## src/rtl/muldiv_ctrl_if.sv

```systemverilog
// EX-stage <-> HI/LO sequencer bundle: operation request, stall back to the
// pipeline, and the write port into the HI/LO register file.
interface muldiv_ctrl_if;
    logic [2:0]  op_i;
    logic [31:0] a_i;
    logic [31:0] b_i;
    logic        cancel_i;
    logic [31:0] hi_cur_i;
    logic [31:0] lo_cur_i;
    logic        stall_o;
    logic        we_o;
    logic [31:0] hi_o;
    logic [31:0] lo_o;

    modport master (
        output op_i, a_i, b_i, cancel_i, hi_cur_i, lo_cur_i,
        input  stall_o, we_o, hi_o, lo_o
    );

    modport slave (
        input  op_i, a_i, b_i, cancel_i, hi_cur_i, lo_cur_i,
        output stall_o, we_o, hi_o, lo_o
    );
endinterface

```

## src/rtl/muldiv_ctrl.sv

```systemverilog
// HI/LO sequencer: single-cycle multiply, 32-step restoring divide, MTHI/MTLO
// pass-through. One write strobe per completed op; cancel aborts silently.
module muldiv_ctrl #(
    parameter int DIV_ITERS = 32
) (
    input logic         clk,
    input logic         rst,
    muldiv_ctrl_if.slave bus
);
    localparam int CW = $clog2(DIV_ITERS);
    localparam logic [CW-1:0] LAST_ITER = CW'(DIV_ITERS - 1);

    localparam logic [2:0] OP_MULT  = 3'd1;
    localparam logic [2:0] OP_MULTU = 3'd2;
    localparam logic [2:0] OP_DIV   = 3'd3;
    localparam logic [2:0] OP_DIVU  = 3'd4;
    localparam logic [2:0] OP_MTHI  = 3'd5;
    localparam logic [2:0] OP_MTLO  = 3'd6;

    typedef enum logic [1:0] {IDLE, MUL, DIV, DONE} state_t;

    state_t        state;
    logic [CW-1:0] cnt;
    logic [31:0]   opa;
    logic [31:0]   opb;
    logic          sgn;
    logic          neg_q;
    logic          neg_r;
    logic [63:0]   rq;
    logic [31:0]   res_hi;
    logic [31:0]   res_lo;

    logic        is_mul;
    logic        is_div;
    logic        sdiv;
    logic [31:0] a_mag;
    logic [31:0] b_mag;

    assign is_mul = (bus.op_i == OP_MULT) || (bus.op_i == OP_MULTU);
    assign is_div = (bus.op_i == OP_DIV)  || (bus.op_i == OP_DIVU);
    assign sdiv   = (bus.op_i == OP_DIV);
    assign a_mag  = (sdiv && bus.a_i[31]) ? (32'd0 - bus.a_i) : bus.a_i;
    assign b_mag  = (sdiv && bus.b_i[31]) ? (32'd0 - bus.b_i) : bus.b_i;

    // Multiply on 64-bit extended operands; the low 64 bits are exact for
    // both signed and unsigned forms.
    logic signed [63:0] ext_a;
    logic signed [63:0] ext_b;
    logic signed [63:0] prod;

    assign ext_a = {{32{sgn & opa[31]}}, opa};
    assign ext_b = {{32{sgn & opb[31]}}, opb};
    assign prod  = ext_a * ext_b;

    // One restoring step: shift remainder:quotient left, trial-subtract the
    // divisor from the 33-bit partial remainder, shift in the quotient bit.
    logic [64:0] sh;
    logic        ge;
    logic [32:0] diff;
    logic [63:0] rq_nx;
    logic [31:0] q_fin;
    logic [31:0] r_fin;

    assign sh    = {rq, 1'b0};
    assign diff  = sh[64:32] - {1'b0, opb};
    assign ge    = (sh[64:32] >= {1'b0, opb});
    assign rq_nx = {(ge ? diff[31:0] : sh[63:32]), rq[30:0], ge};
    assign q_fin = neg_q ? (32'd0 - rq_nx[31:0])  : rq_nx[31:0];
    assign r_fin = neg_r ? (32'd0 - rq_nx[63:32]) : rq_nx[63:32];

    always_ff @(posedge clk or negedge rst) begin
        if (!rst) begin
            state  <= IDLE;
            cnt    <= '0;
            opa    <= '0;
            opb    <= '0;
            sgn    <= 1'b0;
            neg_q  <= 1'b0;
            neg_r  <= 1'b0;
            rq     <= '0;
            res_hi <= '0;
            res_lo <= '0;
        end else if (bus.cancel_i) begin
            state <= IDLE;
            cnt   <= '0;
        end else begin
            case (state)
                IDLE: begin
                    if (is_mul) begin
                        opa   <= bus.a_i;
                        opb   <= bus.b_i;
                        sgn   <= (bus.op_i == OP_MULT);
                        state <= MUL;
                    end else if (is_div) begin
                        if (bus.b_i == 32'd0) begin
                            res_hi <= bus.a_i;
                            res_lo <= 32'hFFFF_FFFF;
                            state  <= DONE;
                        end else begin
                            rq    <= {32'd0, a_mag};
                            opb   <= b_mag;
                            neg_q <= sdiv & (bus.a_i[31] ^ bus.b_i[31]);
                            neg_r <= sdiv & bus.a_i[31];
                            cnt   <= '0;
                            state <= DIV;
                        end
                    end
                end
                MUL: begin
                    res_hi <= prod[63:32];
                    res_lo <= prod[31:0];
                    state  <= DONE;
                end
                DIV: begin
                    rq  <= rq_nx;
                    cnt <= cnt + 1'b1;
                    if (cnt == LAST_ITER) begin
                        res_hi <= r_fin;
                        res_lo <= q_fin;
                        cnt    <= '0;
                        state  <= DONE;
                    end
                end
                DONE: state <= IDLE;
                default: state <= IDLE;
            endcase
        end
    end

    // Outputs are combinational so the accept-cycle stall and MT writes land
    // in the same cycle the EX stage presents the op.
    always_comb begin
        bus.stall_o = 1'b0;
        bus.we_o    = 1'b0;
        bus.hi_o    = '0;
        bus.lo_o    = '0;
        if (rst && !bus.cancel_i) begin
            case (state)
                IDLE: begin
                    if (is_mul || is_div) begin
                        bus.stall_o = 1'b1;
                    end else if (bus.op_i == OP_MTHI) begin
                        bus.we_o = 1'b1;
                        bus.hi_o = bus.a_i;
                        bus.lo_o = bus.lo_cur_i;
                    end else if (bus.op_i == OP_MTLO) begin
                        bus.we_o = 1'b1;
                        bus.hi_o = bus.hi_cur_i;
                        bus.lo_o = bus.a_i;
                    end
                end
                MUL, DIV: bus.stall_o = 1'b1;
                DONE: begin
                    bus.we_o = 1'b1;
                    bus.hi_o = res_hi;
                    bus.lo_o = res_lo;
                end
                default: ;
            endcase
        end
    end
endmodule

```

## src/flat_wrapper.sv

```systemverilog
// flat-port wrapper written by rule: the top's interface ports become plain ports
module muldiv_ctrl_flat 
#(
    parameter int DIV_ITERS = 32
)
  (clk, rst, bus_op_i, bus_a_i, bus_b_i, bus_cancel_i, bus_hi_cur_i, bus_lo_cur_i, bus_stall_o, bus_we_o, bus_hi_o, bus_lo_o);
  muldiv_ctrl_if bus_i ();
  input logic clk;
  input logic rst;
  input wire logic [$bits(bus_i.op_i)-1:0] bus_op_i;
  input wire logic [$bits(bus_i.a_i)-1:0] bus_a_i;
  input wire logic [$bits(bus_i.b_i)-1:0] bus_b_i;
  input wire logic [$bits(bus_i.cancel_i)-1:0] bus_cancel_i;
  input wire logic [$bits(bus_i.hi_cur_i)-1:0] bus_hi_cur_i;
  input wire logic [$bits(bus_i.lo_cur_i)-1:0] bus_lo_cur_i;
  output wire logic [$bits(bus_i.stall_o)-1:0] bus_stall_o;
  output wire logic [$bits(bus_i.we_o)-1:0] bus_we_o;
  output wire logic [$bits(bus_i.hi_o)-1:0] bus_hi_o;
  output wire logic [$bits(bus_i.lo_o)-1:0] bus_lo_o;
  assign bus_i.op_i = bus_op_i;
  assign bus_i.a_i = bus_a_i;
  assign bus_i.b_i = bus_b_i;
  assign bus_i.cancel_i = bus_cancel_i;
  assign bus_i.hi_cur_i = bus_hi_cur_i;
  assign bus_i.lo_cur_i = bus_lo_cur_i;
  assign bus_stall_o = bus_i.stall_o;
  assign bus_we_o = bus_i.we_o;
  assign bus_hi_o = bus_i.hi_o;
  assign bus_lo_o = bus_i.lo_o;
  muldiv_ctrl #(.DIV_ITERS(DIV_ITERS)) u_core (.clk(clk), .rst(rst), .bus(bus_i));
endmodule
```

## config.mk

```make
export PLATFORM = sky130hd
export DESIGN_NAME = muldiv_ctrl_flat
export DESIGN_NICKNAME = d
export VERILOG_FILES = /design/src/rtl/muldiv_ctrl_if.sv /design/src/rtl/muldiv_ctrl.sv /design/src/flat_wrapper.sv
export SDC_FILE = /design/constraint.sdc
export NUM_CORES = 2
export LEC_CHECK = 0
export CORE_MARGIN = 2
export CORE_UTILIZATION = 50
export CTS_CLUSTER_DIAMETER = 100
export DETAILED_ROUTE_END_ITERATION = 10
export GPL_TIMING_DRIVEN = 0
export PLACE_DENSITY = 0.71
export SETUP_SLACK_MARGIN = 0.4
export SYNTH_ARGS = -nofsm -noshare
export SYNTH_HDL_FRONTEND = slang
export SYNTH_SLANG_ARGS = --single-unit
```

## constraint.sdc

```tcl
create_clock -name clk -period 10.5 [get_ports clk]
set_input_delay 3.15 -clock clk [delete_from_list [all_inputs] [get_ports clk]]
set_output_delay 3.15 -clock clk [all_outputs]
set_load 0.01 [all_outputs]
```

==> reports/qor.yml <==
status: "complete, no violations"
synth_top_cell_area_share: 0.4192
die_height_microns: 332.0
place_inst: 7877
core_area_sq_um: 106900
drv_slew: 0
firstDrtPassIters: 8
slowest_delay_ns: 0.95
grt.total_usage: 0.3948
drive_gt1_frac: 0.03238
cts-root-buf: "clkbuf_16"
rows: 120
required_ns: 10.97
end_kind: "flop"
nFillCells: 10010
synth_edf_count: 0
slew_headroom: 0.1744
cp-endpoint: "u_core.res_hi[31]"
nets: 8018
period_share: 0.9592
numCtsBuffers: 22
finalSetupViolations: 0
dp_slack_ns: -0.5123
grt_first_pass_wirelength_microns: 318600
grt_max_degree: 80
cts_num_sinks: 202
drc: 0
cpMostUsedCell: "fa_1"
fmax_ghz: 0.09929
die_w_microns: 332.0
reg2reg_setup_slack_ns: 0.43
vias: 47070
r2r_start: "u_core.opb[16]"
start_util: 0.5030
worst_slack_ns: 0.4284
area_growth_pct: 8.520
ff_latch_area_sq_um: 5065
grt_pass1_vias: 48310
gr-total-overflow: 0
synth.distinct_cells: 92
yosysTopAreaCell: "fa_1"
crit_type: "flop to flop"
ant_nets: 0
cts_max_level: 1
r2r_end: "u_core.res_hi[31]"
antenna_found_initial: 29
worstSetupStartpoint: "u_core.opb[16]"
yosysSeqAreaShare: 0.09400
synthesis.nets: 7804
syn-instance-count: 6288
place_area_sq_um: 57440
syn_area_per_cell_sq_um: 8.552
routed_wl_microns: 215600
die_area_sq_um: 110200
cap_violations: 0
hold_buffers: 0
post_drt_wl_per_cell_microns: 27.16
worst_slew_pin_slew_ns: 1.238
path_clk_slew_ns: 0.07
multi_input_area_sq_um: 42770
startpoint_type: "flop"
min_period_ns: 10.07
arrival_ns: 10.55
synth.area.top_cells: "fa_1 (42%), dfrtp_1 (9.4%), inv_1 (8.3%), nand2_1 (6.6%), ha_1 (6.0%)"
clock_skew_ns: 0.03742
hold_violations: 0
fin_hold_ws_ns: 0.4979
crit_family: "adder cells"
r2r_cells: 28
cts_tree: "done"
clock_latency_ns: 0.56
vias_per_cell: 5.931
instances_no_fill: 7937
yosysWarnings: 0
portBuffers: 184
path_buf_inv: 6
path_max_fanout: 10
dp_hpwl_microns: 180600
rsz0062_at_grt: "true"
async_reset_ff_frac: 1.000
drt-initial-drc-count: 5151
slowest_stage: "dfrtp_1"
fin_area_sq_um: 58360
worstHoldPathType: "flop to flop"
synth-main-ff-cell: "dfrtp_1"
clockBufferDepth: 3
ioPinCount: 200
synth_area_sq_um: 53780
path_depth: 28
gp_congestion: 1.060
synth_seq_cells: 202
==> worst min-delay path by stage <==
| stage | start | endpoint | slack [ns] | depth (start not counted) |
|---|---|---|---|---|
| floorplan | u_core.res_hi[11] | u_core.res_hi[11] | 0.44 | 2 |
| global placement | u_core.res_hi[4] | u_core.res_hi[4] | 0.46 | 2 |
| detailed placement | u_core.res_hi[21] | u_core.res_hi[21] | 0.47 | 1 |
| CTS | u_core.res_hi[21] | u_core.res_hi[21] | 0.49 | 1 |
| global route | u_core.res_hi[21] | u_core.res_hi[21] | 0.51 | 1 |
| finish | u_core.res_hi[8] | u_core.res_hi[8] | 0.50 | 2 |
==> kinds of logic after synthesis <==
family          count (synthesis)  synth area share
xor+xnor                      202           0.03290
buf+inv                      1590            0.1117
flops                         202           0.09400
simple gates                 1997            0.1711
mux                            50           0.01012
compound gates                865            0.1014
fa+ha+maj                    1382            0.4787
==> synth_stat cells (all sizes together) (77+ instances only) <==
master  count
fa       1126
inv      1189
xnor2     136
o21ai     193
and2      356
a22oi      77
clkbuf    348
dfrtp     202
ha        256
a21oi     291
nor2      378
nand2     951
==> tightest hold or removal path, delay by kind of cell, from the launching register on <==
kind             cells  cell delay [ns]
AO/OA/AOI/OAI        1             0.05
flip-flops           1             0.35
AND/OR/NAND/NOR      1             0.06
==> what timing repair did <==
item | 4_1_cts | 5_1_grt
setup endpoints to repair | 11 | 14
gates resized for setup | 20 | 86
setup buffers | 2 | 2
pin swaps | 0 | 2
==> layout by cell type, fill, tap and decap left out, drive strengths merged, types with 136 or more instances in the layout <==
master         count
inv             1188
fa              1126
nand2            951
nor2             378
clkbuf           375
and2             356
a21oi            291
ha               256
dfrtp            202
o21ai            193
clkdlybuf4s50    183
xnor2            136
==> metal layers <==
metal	up-vias	routed length (microns)	share of wire	GRT usage
met5	-	212	0.00098	0
met4	24	16590	0.077	0.2431
met3	670	26680	0.12	0.1141
met2	3052	94050	0.44	0.6035
met1	23570	78060	0.36	0.4958
li1	19760	-	-	-
==> through the flow <==
stage               TNS, ns  utilization
floorplan                 0            -
global placement    -885.91       0.5367
detailed placement   -1.265       0.5373
CTS                       0       0.5445
global route              0       0.5457
finish                    0       0.5459
==> sequential cells by signal (all words and copies together), names as in the netlist <==
register       cells
u_core.rq         64
u_core.res_hi     32
u_core.sgn         1
u_core.opb        32
u_core.res_lo     32
u_core.neg_r       1
u_core.neg_q       1
u_core.opa        32
u_core.state       2
u_core.cnt         5
==> area by class of cell <==
cell class | instances | share of cell area
multi-input cells | 4496 | 0.7329
flip-flops and latches | 202 | 0.08679
inverters | 1192 | 0.07673
repair buffers | 190 | 0.03332
well taps | 1403 | 0.03008
plain buffers | 398 | 0.02753
clock buffers | 31 | 0.01053
clock inverters | 8 | 0.001372
diodes | 17 | 0.0007290
Power is not shown: default switching activity piles up to over one toggle a cycle in this logic, so the estimate is an artifact.
